## src/rtl/mem_bus_loader.sv

```systemverilog
// Serial-command bus initiator: parses W/R/G/H byte commands and drives
// single-word transactions on the picorv32 native memory bus.
module mem_bus_loader #(
    parameter int unsigned TIMEOUT       = 1024,
    parameter bit          HOLD_AT_RESET = 1'b1
) (
    input  logic        clk,
    input  logic        resetn,
    input  logic        in_valid,
    input  logic [7:0]  in_data,
    output logic        in_ready,
    output logic        out_valid,
    output logic [7:0]  out_data,
    input  logic        out_ready,
    output logic        mem_valid,
    output logic        mem_instr,
    input  logic        mem_ready,
    output logic [31:0] mem_addr,
    output logic [31:0] mem_wdata,
    output logic [3:0]  mem_wstrb,
    input  logic [31:0] mem_rdata,
    output logic        cpu_hold
);

    typedef enum logic [2:0] {S_IDLE, S_ADDR, S_DATA, S_BUS, S_RESP} state_t;

    localparam logic [15:0] TMO_LAST = 16'(TIMEOUT - 1);

    state_t      state_q, state_d;
    logic        is_wr_q, is_wr_d;
    logic [1:0]  cnt_q, cnt_d;
    logic [31:0] addr_q, addr_d;
    logic [31:0] wdata_q, wdata_d;
    logic        mem_valid_q, mem_valid_d;
    logic [31:0] mem_addr_q, mem_addr_d;
    logic [31:0] mem_wdata_q, mem_wdata_d;
    logic [3:0]  mem_wstrb_q, mem_wstrb_d;
    logic [15:0] tmo_q, tmo_d;
    logic [31:0] resp_q, resp_d;       // reply bytes, LSB goes out first
    logic [2:0]  resp_left_q, resp_left_d;
    logic        out_valid_q, out_valid_d;
    logic        cpu_hold_q, cpu_hold_d;

    logic in_fire, out_fire;

    assign in_ready  = resetn && (state_q == S_IDLE || state_q == S_ADDR || state_q == S_DATA);
    assign in_fire   = in_valid && in_ready;
    assign out_fire  = out_valid_q && out_ready;
    assign out_valid = out_valid_q;
    assign out_data  = resp_q[7:0];
    assign mem_valid = mem_valid_q;
    assign mem_instr = 1'b0;
    assign mem_addr  = mem_addr_q;
    assign mem_wdata = mem_wdata_q;
    assign mem_wstrb = mem_wstrb_q;
    assign cpu_hold  = cpu_hold_q;

    // Command parser, bus sequencing and reply generation.
    always_comb begin
        state_d     = state_q;
        is_wr_d     = is_wr_q;
        cnt_d       = cnt_q;
        addr_d      = addr_q;
        wdata_d     = wdata_q;
        mem_valid_d = mem_valid_q;
        mem_addr_d  = mem_addr_q;
        mem_wdata_d = mem_wdata_q;
        mem_wstrb_d = mem_wstrb_q;
        tmo_d       = tmo_q;
        resp_d      = resp_q;
        resp_left_d = resp_left_q;
        out_valid_d = out_valid_q;
        cpu_hold_d  = cpu_hold_q;
        unique case (state_q)
            S_IDLE: if (in_fire) begin
                cnt_d = 2'd0;
                case (in_data)
                    8'h57: begin is_wr_d = 1'b1; state_d = S_ADDR; end
                    8'h52: begin is_wr_d = 1'b0; state_d = S_ADDR; end
                    default: begin
                        // G/H/unknown all answer with a single byte, no bus cycle
                        state_d     = S_RESP;
                        out_valid_d = 1'b1;
                        resp_left_d = 3'd1;
                        resp_d      = {24'h0, 8'h3F};
                        if (in_data == 8'h47) begin
                            cpu_hold_d = 1'b0;
                            resp_d     = {24'h0, 8'h4B};
                        end else if (in_data == 8'h48) begin
                            cpu_hold_d = 1'b1;
                            resp_d     = {24'h0, 8'h4B};
                        end
                    end
                endcase
            end
            S_ADDR: if (in_fire) begin
                addr_d = {in_data, addr_q[31:8]};
                cnt_d  = cnt_q + 2'd1;
                if (cnt_q == 2'd3) begin
                    if (is_wr_q) begin
                        state_d = S_DATA;
                    end else begin
                        state_d     = S_BUS;
                        mem_valid_d = 1'b1;
                        mem_addr_d  = {addr_d[31:2], 2'b00};
                        mem_wstrb_d = 4'b0000;
                        tmo_d       = 16'd0;
                    end
                end
            end
            S_DATA: if (in_fire) begin
                wdata_d = {in_data, wdata_q[31:8]};
                cnt_d   = cnt_q + 2'd1;
                if (cnt_q == 2'd3) begin
                    state_d     = S_BUS;
                    mem_valid_d = 1'b1;
                    mem_addr_d  = {addr_q[31:2], 2'b00};
                    mem_wdata_d = wdata_d;
                    mem_wstrb_d = 4'b1111;
                    tmo_d       = 16'd0;
                end
            end
            S_BUS: begin
                // Completion takes priority over the final timeout cycle
                if (mem_ready) begin
                    mem_valid_d = 1'b0;
                    out_valid_d = 1'b1;
                    state_d     = S_RESP;
                    if (is_wr_q) begin
                        resp_d      = {24'h0, 8'h4B};
                        resp_left_d = 3'd1;
                    end else begin
                        resp_d      = mem_rdata;
                        resp_left_d = 3'd4;
                    end
                end else if (tmo_q == TMO_LAST) begin
                    mem_valid_d = 1'b0;
                    out_valid_d = 1'b1;
                    state_d     = S_RESP;
                    resp_d      = {24'h0, 8'h45};
                    resp_left_d = 3'd1;
                end else begin
                    tmo_d = tmo_q + 16'd1;
                end
            end
            S_RESP: if (out_fire) begin
                if (resp_left_q == 3'd1) begin
                    out_valid_d = 1'b0;
                    state_d     = S_IDLE;
                end else begin
                    resp_d      = {8'h00, resp_q[31:8]};
                    resp_left_d = resp_left_q - 3'd1;
                end
            end
            default: state_d = S_IDLE;
        endcase
    end

    // State registers; reset abandons any command in flight.
    always_ff @(posedge clk) begin
        if (!resetn) begin
            state_q     <= S_IDLE;
            is_wr_q     <= 1'b0;
            cnt_q       <= 2'd0;
            addr_q      <= 32'h0;
            wdata_q     <= 32'h0;
            mem_valid_q <= 1'b0;
            mem_addr_q  <= 32'h0;
            mem_wdata_q <= 32'h0;
            mem_wstrb_q <= 4'h0;
            tmo_q       <= 16'h0;
            resp_q      <= 32'h0;
            resp_left_q <= 3'd0;
            out_valid_q <= 1'b0;
            cpu_hold_q  <= HOLD_AT_RESET;
        end else begin
            state_q     <= state_d;
            is_wr_q     <= is_wr_d;
            cnt_q       <= cnt_d;
            addr_q      <= addr_d;
            wdata_q     <= wdata_d;
            mem_valid_q <= mem_valid_d;
            mem_addr_q  <= mem_addr_d;
            mem_wdata_q <= mem_wdata_d;
            mem_wstrb_q <= mem_wstrb_d;
            tmo_q       <= tmo_d;
            resp_q      <= resp_d;
            resp_left_q <= resp_left_d;
            out_valid_q <= out_valid_d;
            cpu_hold_q  <= cpu_hold_d;
        end
    end

endmodule

```

## config.mk

```make
export PLATFORM = sky130hd
export DESIGN_NAME = mem_bus_loader
export DESIGN_NICKNAME = d
export VERILOG_FILES = /design/src/rtl/mem_bus_loader.sv
export SDC_FILE = /design/constraint.sdc
export NUM_CORES = 1
export LEC_CHECK = 0
export BUFFER_PORTS_ARGS = -buffer_cell sky130_fd_sc_hd__buf_2
export CORE_MARGIN = 4
export CORE_UTILIZATION = 40
export DETAILED_ROUTE_END_ITERATION = 16
export GPL_ROUTABILITY_DRIVEN = 0
export HOLD_SLACK_MARGIN = 0.1
export MAX_ROUTING_LAYER = met4
export PLACE_DENSITY = 0.68
export SYNTH_ARGS = -nofsm -noshare
export SYNTH_HDL_FRONTEND = slang
export SYNTH_SLANG_ARGS = --single-unit
```

## constraint.sdc

```tcl
create_clock -name clk -period 2.8 [get_ports clk]
set_input_delay 0.56 -clock clk [delete_from_list [all_inputs] [get_ports clk]]
set_output_delay 0.56 -clock clk [all_outputs]
set_load 0.005 [all_outputs]
```

After elaboration in Yosys (flattened, before gate mapping)
Index checks and enable logic that the tools add are counted.
{"block": "word_totals", "ff_bits": 192, "latchBits": 0, "ramBits": 0, "mem_bits_ro": 0, "input_bits": 45, "output_inout_bits": 81, "word_cells": 140, "mem_count": 0}
{"block": "classes", "add_sub_neg": 3, "mul": 0, "n_div": 0, "order_cmp": 0, "eq_ne": 25, "shift": 0, "muxes": 71, "bitwise": 1, "reduce_logical": 26}
{"operator": "32-bit 2-to-1 mux", "count": 12}
{"operator": "16-bit 2-to-1 mux", "count": 7}
{"operator": "32-bit case mux with 3 select lines", "count": 1}
{"operator": "32-bit case mux with 2 select lines", "count": 1}
{"operator": "3-bit 2-to-1 mux", "count": 17}
{"operator": "16-bit case mux with 3 select lines", "count": 1}
{"operator": "8-bit by 7-bit == test with 1-bit output, second input constant", "count": 4}
{"operator": "4-bit 2-to-1 mux", "count": 5}
{"operator": "2-bit != test, second input constant", "count": 10}
{"operator": "6-bit AND reduction", "count": 3}
{"operator": "16-bit by 1-bit adder with 16-bit output, second input constant", "count": 1}
{"operator": "16-bit by 10-bit == test with 1-bit output, second input constant", "count": 1}
{"operator": "1-bit 2-to-1 mux", "count": 16}
{"operator": "8-bit AND reduction", "count": 2}
{"operator": "3-bit case mux with 5 select lines", "count": 1}
{"operator": "7-bit 2-to-1 mux", "count": 2}
{"operator": "3-bit case mux with 3 select lines", "count": 1}
{"operator": "3-bit AND reduction", "count": 3}
{"operator": "4-bit case mux with 2 select lines", "count": 1}
{"operator": "2-bit nonzero test", "count": 4}
{"operator": "7-bit AND reduction", "count": 1}
{"operator": "3-bit by 1-bit == test with 1-bit output, second input constant", "count": 2}
{"operator": "3-bit by 2-bit == test with 1-bit output, second input constant", "count": 2}
{"operator": "2-bit by 1-bit != test with 1-bit output, second input constant", "count": 3}
{"operator": "other kinds (17)", "count": 25}

Logic depth before layout (Yosys ltp)
Gate-level depths: netlist of the first run.
{"block": "depth", "ltp_word": 7, "ltp_mapped": 10, "ltp_nobuf": 7}

Worst setup path after synthesis of the first run
OpenSTA, ideal clock, no wires.
{"block": "synth_timing", "path_type": "input -> register", "startpoint": "in in_data[0]", "endpoint": "reg resp_q[2]", "setup_ns": 0.134, "arrival_ns": 2.134, "required_ns": 2.666, "slack_ns": 0.532, "path_stages": 6, "n_path_buf": 1, "cell_sequence": "clkbuf_1 or4b_2 a211oi_1 nor2_1 a221oi_1 a211oi_1"}
{"block": "synth_via", "elab_chain_len": 6, "elab_cells_between_ends": 12, "cone_classes": "eq/ne (5); mux (5); reduce/logical (2)"}
{"item": "from (decl)", "line_no": "10", "source": "input logic [7:0] in_data,"}
{"item": "8-bit by 7-bit == test with 1-bit output", "line_no": "89", "source": "end else if (in_data == 8'h48) begin"}
{"item": "7-bit 2-to-1 mux", "line_no": "89"}
{"item": "7-bit 2-to-1 mux", "line_no": "86", "source": "if (in_data == 8'h47) begin"}
{"item": "32-bit 2-to-1 mux", "line_no": "77", "source": "case (in_data)"}
{"item": "32-bit 2-to-1 mux", "line_no": "75", "source": "S_IDLE: if (in_fire) begin"}
{"item": "32-bit case mux with 3 select lines", "line_no": "74", "source": "unique case (state_q)"}
{"item": "to (signal assigned)", "line_no": "187", "source": "resp_q <= resp_d;"}
{"item": "to (decl)", "line_no": "39", "source": "logic [31:0] resp_q, resp_d;"}
Parallel ways exist; a longest one is shown, timed or not. The select of a mux whose other input is x is not followed.
A chain may end at the register's enable or synchronous reset.

Final worst setup path of the first run
{"block": "layout_timing", "startpoint": "reg tmo_q[0]", "endpoint": "reg resp_q[17]"}
{"block": "layout_via", "elab_chain_len": 3}
{"item": "from (decl)", "line_no": "38", "source": "logic [15:0] tmo_q, tmo_d;"}
{"item": "from (signal assigned)", "line_no": "186", "source": "tmo_q <= tmo_d;"}
{"item": "16-bit by 10-bit == test with 1-bit output", "line_no": "136", "source": "end else if (tmo_q == TMO_LAST) begin"}
{"item": "3-bit != test (no line)"}
{"item": "6-bit AND reduction (no line)"}
No other way between the ends.

==> impl_metrics.py, run 1 <==
metrics = {
    "timing": {
        "rsz0062_at_grt": "false",
        "max_freq_mhz": 408,
        "finalCritPeriodShare_pct": 87.6,
        "relSlewSlack_pct": 46.0,
        "fin_ws_ps": 347,
        "finClkSkew_ps": 9.35,
        "finalSetupViolations": 0,
        "worst_slew_pin_slew_ps": 797,
        "hold_viol": 0,
        "fin_crit_ps": 2450,
        "maxSlewViolCount": 0,
    },
    "setup_path": {
        "crit_path_start_kind": "register",
        "crit_chain": "ha_1, nor4b_1, a41oi_1, a22o_1, nor2_4, a211oi_1",
        "slowest_delay_ps": 490,
        "critPathKind": "register to register",
        "cp_data_arrival_time_ps": 2730,
        "path_buf_inv": 0,
        "cp_max_fo": 25,
        "path_delay_family": "compound AO/OA/AOI/OAI gates",
        "endpoint_kind": "register",
        "slowest_stage": "nor2_4",
        "cp_data_required_time_ps": 3080,
    },
    "layout": {
        "drive_gt1_share_pct": 19.8,
        "diodes": 0,
        "mostFrequentLayoutCell": "nand2_1",
        "final_cell_count_no_fill": 1261,
        "area_growth_pct": 17.6,
        "final_cell_mix": "nand2_1, dfxtp_1, a21oi_1",
        "fin_nets": 1063,
    },
    "grt": {
        "grt_use_total_pct": 18.4,
        "grt_pass1_vias": 6236,
        "grt_max_degree": 68,
        "grt_pass1_wl_mm": 31.7,
        "grt.overflow.total": 0,
        "antenna_found_initial": 0,
    },
    "drt": {
        "vias": 6839,
        "drt-initial-drc-count": 527,
        "finalWirelength_mm": 19.6,
        "via_per_inst": 5.42,
        "ant_nets": 0,
        "firstDrtPassIters": 6,
        "wire_per_inst_microns": 15.6,
        "drc": 0,
    },
    "clock_network": {
        "cts_root_buf": "clkbuf_16",
        "clockBufferDepth": 2,
        "hold_buffers": 0,
        "tritoncts": "built",
        "cts_setup_buffers": 0,
        "cts.repair.resized": 0,
        "htreeDepth": 4,
        "numCtsBuffers": 17,
        "clk_pin_slew_worst_paths_ps": 70,
        "clk_latency_ps": 430,
        "cts_sinks": 177,
    },
    "yosys": {
        "ys_types": 64,
        "ys_warn_count": 0,
        "netlist_instances": 936,
        "ys_seq_area_share_pct": 46.4,
        "synth_edf_count": 0,
        "syn_area_sq_um": 7640,
        "syn_area_per_cell_sq_um": 8.16,
        "synth_flop_cell": "dfxtp_1",
        "async_flop_share_pct": 0,
        "synth_seq_cells": 177,
    },
    "power_and_ir_drop": {
        "finalPower_mw": 5.29,
        "peakVddDrop_mv": 0.425,
        "leakagePower_nw": 3.20,
        "power.density_nw_per_um2": 589,
    },
    "job": {
        "cap_violations": 0,
    },
    "floorplan": {
        "die_x_microns": 146,
        "coreArea_sq_um": 18800,
        "die_h_microns": 146,
        "dieArea_sq_um": 21400,
        "io_pins": 126,
        "rows": 50,
        "start_util_pct": 40.7,
    },
    "place": {
        "placed_cells": 1228,
        "dp_hpwl_mm": 12.9,
        "place_ws_ps": -28.4,
        "port_buffers": 122,
    },
    "outcome": {
        "status": "finished clean",
    },
    "hold_path": {
        "hp-class": "input pin to register",
    },
}
state kept, by name, indices dropped and copies added (netlist names):
signal	count
wdata_q	24
mem_wstrb	1
cnt_q	2
mem_wdata	32
resp_left_q	3
out_valid	1
tmo_q	16
is_wr_q	1
mem_valid	1
state_q	3
cpu_hold	1
resp_q	32
mem_addr	30
addr_q	30
metrics by stage:
stage | hold slack (ps) | setup TNS (ps) | cell area [sq um] | utilization (%)
6_report | 374 | 0 | 8990 | 47.9
3_5_place_dp | 443 | -161 | 8390 | 44.7
4_1_cts | 358 | 0 | 8970 | 47.8
2_1_floorplan | 431 | 0 | 7650 | -
5_1_grt | 373 | 0 | 8990 | 47.9
3_3_place_gp | 439 | -995 | 8390 | 44.7
cell usage after synthesis (all sizes together), types with 3 or more instances:
cell	instances	share of area, %
and2	7	0.57
o211ai	3	0.29
a22oi	19	1.9
inv	10	0.49
nor3	7	0.46
a31o	3	0.34
nand2	205	10
and4	3	0.34
nand4	5	0.41
a21oi	139	9.1
a221oi	3	0.34
buf	29	2.5
and3	6	0.49
a31oi	11	1.1
nand3	12	0.79
or3	3	0.25
dfxtp	177	46
mux2i	30	3.9
nor2b	6	0.49
nor2	47	2.3
a211oi	56	5.7
ha	4	0.65
a41oi	6	0.69
clkbuf	64	3.2
o21ai	38	2.5
routing by layer:
layer  wire length, microns  vias up  GRT usage [%]  part of all wire, %
met3                    829       22           3.76                  4.2
met4                    295        0           5.36                  1.5
met2                   9030      157           27.6                   46
met5                      0        -              -                    0
met1                   9490     3217           25.4                   48
li1                       -     3443              -                    -
worst paths after layout:
path,start,end,slack [ps],depth (start not counted)
worst max-delay path,tmo_q[0],resp_q[17],350,6
worst min-delay path,mem_rdata[29],resp_q[29],370,3
worst max register to register,tmo_q[0],resp_q[17],350,6
worst min register to register,mem_wdata[2],mem_wdata[2],450,2
power by group:
group	switching [mW]	total, mW	leakage, nW	internal [mW]
Combinational	0.213	0.337	1.48	0.124
Clock	1.09	2.37	0.284	1.28
Sequential	0.0248	2.58	1.43	2.56
Total	1.32	5.29	3.20	3.97
final cells by class:
| type | instances | area (sq um) |
|---|---|---|
| Inverter | 10 | 40.0 |
| Sequential cell | 177 | 3540 |
| Clock inverter | 14 | 145 |
| Clock buffer | 18 | 439 |
| Tap cell | 234 | 293 |
| Timing Repair Buffer | 149 | 851 |
| Multi-Input combinational cell | 659 | 3680 |
| Fill cell | 1855 | 9780 |
kinds of logic (layout without fill, tap and decap cells):
family,after synthesis,count (layout),synth area share (%)
other cells,1,3,0.0491
mux,30,30,3.93
xor+xnor,1,1,0.115
buf+inv,103,191,6.12
flops,177,177,46.4
simple gates,321,321,18.4
fa+ha+maj,4,4,0.655
compound gates,299,300,24.3
worst register-to-register path: stages, from the launching register on:
cell	delay, ps
dfxtp_1	360
ha_1	180
nor4b_1	320
a41oi_1	380
a22o_1	380
nor2_4	490
a211oi_1	180
Note: power is estimated with default switching activity, not from simulation.
==> inputs of run 2 (changes only) <==
--- a/config.mk
+++ b/config.mk
@@ -13,5 +13,5 @@
 export HOLD_SLACK_MARGIN = 0.1
 export MAX_ROUTING_LAYER = met4
-export PLACE_DENSITY = 0.68
+export PLACE_DENSITY = 0.7
 export SYNTH_ARGS = -nofsm -noshare
 export SYNTH_HDL_FRONTEND = slang
==> constraint.sdc (replaced) <==
create_clock -name clk -period 2.1 [get_ports clk]
set_input_delay 0.105 -clock clk [delete_from_list [all_inputs] [get_ports clk]]
set_output_delay 0.105 -clock clk [all_outputs]
set_load 0.005 [all_outputs]
==> run 2 against run 1 <==
Worst hold slack got worse by 220 ps; sequential share of layout area decreased by 2.9 points; first-iteration DRC count increased by 37%; highest routed layer unchanged; total power increased by 39%; setup slack got worse by 250 ps; utilization increased by 3.8 points; sequential power increased by 34%; register-to-register slack got worse by 250 ps; final area increased by 7.9%; combinational power increased by 67%; clock power increased by 40%; largest power group unchanged; clock skew about the same.
==> impl_metrics.py, run 2 (synthesized netlist as in run 1, its figures left out) <==
metrics = {
    "setup_path": {
        "slowest_delay_ps": 410,
        "rrSetupSlack_ps": 100,
        "slowest_stage": "or4_1",
        "critPathKind": "register to register",
        "endpoint_kind": "register",
        "crit_path_start_kind": "register",
        "cp_data_arrival_time_ps": 2370,
        "crit_chain": "inv_1, ha_1, nor2b_1, o32a_1, a22o_1, or4_1, a21oi_1",
        "cp_max_fo": 3,
        "cp_data_required_time_ps": 2470,
    },
    "floorplan": {
        "io_pins": 126,
        "die_x_microns": 146,
        "start_util_pct": 40.7,
        "coreArea_sq_um": 18800,
        "rows": 50,
        "dieArea_sq_um": 21400,
        "die_h_microns": 146,
    },
    "timing": {
        "fin_crit_ps": 2000,
        "finClkSkew_ps": 8.98,
        "max_freq_mhz": 500,
        "finalSetupViolations": 0,
        "finalCritPeriodShare_pct": 95.2,
        "hold_viol": 0,
        "fin_ws_ps": 100,
        "maxSlewViolCount": 0,
    },
    "hold_path": {
        "hp-class": "input pin to register",
    },
    "grt": {
        "grt_use_total_pct": 20.0,
        "antenna_found_initial": 0,
        "grt_pass1_vias": 6911,
        "grt_max_degree": 81,
        "grt.overflow.total": 0,
        "grt_pass1_wl_mm": 34.8,
    },
    "layout": {
        "drive_gt1_share_pct": 21.1,
        "mostFrequentLayoutCell": "nand2_1",
        "fin_nets": 1124,
        "final_cell_count_no_fill": 1322,
        "nFillCells": 1738,
        "final_cell_mix": "nand2_1, dfxtp_1, a21oi_1",
        "area_growth_pct": 26.9,
        "diodes": 0,
    },
    "drt": {
        "ant_nets": 0,
        "firstDrtPassIters": 5,
        "finalWirelength_mm": 21.3,
        "drt-initial-drc-count": 721,
        "wire_per_inst_microns": 16.1,
        "vias": 7202,
        "drc": 0,
        "via_per_inst": 5.45,
    },
    "clock_network": {
        "tritoncts": "built",
        "htreeDepth": 4,
        "clk_pin_slew_worst_paths_ps": 70,
        "clk_latency_ps": 430,
        "cts_sinks": 177,
        "numCtsBuffers": 17,
        "clockBufferDepth": 2,
        "cts_root_buf": "clkbuf_16",
    },
    "job": {
        "cap_violations": 0,
    },
    "place": {
        "place_ws_ps": -13.5,
        "placed_cells": 1250,
        "dp_hpwl_mm": 13.3,
        "port_buffers": 122,
    },
    "power_and_ir_drop": {
        "leakagePower_nw": 3.52,
        "power.density_nw_per_um2": 756,
        "peakVddDrop_mv": 0.504,
    },
    "outcome": {
        "status": "finished clean",
    },
}
## run 2: power by group
| part | internal [mW] | switching (mW) | total (mW) |
|---|---|---|---|
| registers | 3.41 | 0.0338 | 3.45 |
| clock network | 1.93 | 1.39 | 3.32 |
| logic | 0.256 | 0.305 | 0.562 |
## run 2: cell type report
type | instances | area, sq um | area share (%)
timing repair buffer | 211 | 1500 | 15.4
inverter | 10 | 40.0 | 0.413
tap | 234 | 293 | 3.02
clock buffer | 19 | 443 | 4.57
clock inverter | 13 | 178 | 1.83
sequential | 177 | 3540 | 36.6
multi-input combinational | 658 | 3700 | 38.2
## run 2: timing repair
action	CTS	global route
setup buffers	0	1
resized for setup	1	11
cloned	0	2
pin swaps	0	1
setup endpoints to repair	2	50
hold buffers	37	0
endpoints found under the hold margin	58	0
## run 2: through the flow
stage	util [%]	area (sq um)	setup TNS [ps]	hold slack (ps)	total power, mW
global placement	45.9	8610	0	358	4.00
finish	51.7	9690	0	158	7.33
detailed placement	45.9	8610	-17.5	362	4.00
CTS	51.2	9610	0	145	7.35
floorplan	-	7650	0	241	3.83
global route	51.7	9690	-71.3	140	7.60
## run 2: path summary, 6_finish.rpt
| check | from | to | cells past startpoint |
|---|---|---|---|
| worst max-delay path | resp_left_q[1] | resp_left_q[1] | 7 |
| worst min-delay path | out_ready | out_valid | 3 |
| worst max register to register | resp_left_q[1] | resp_left_q[1] | 7 |
| worst min register to register | mem_wdata[5] | mem_wdata[5] | 2 |
## run 2: worst max-delay path, delay by kind of cell, from the launching register on
family,cells,cell delay [ps]
simple gates,2,560
compound gates,3,780
fa+ha+maj,1,190
buf+inv,1,70
flops,1,330
## run 2: layer usage
metal | track usage [%] | part of all wire (%) | vias to the layer above | routed length (microns)
met1 | 26.2 | 46 | 3424 | 9810
li1 | - | - | 3559 | -
met4 | 5.41 | 1.8 | 0 | 382
met3 | 4.16 | 4.4 | 27 | 937
met2 | 31.5 | 48 | 192 | 10200
met5 | - | 0 | - | 0
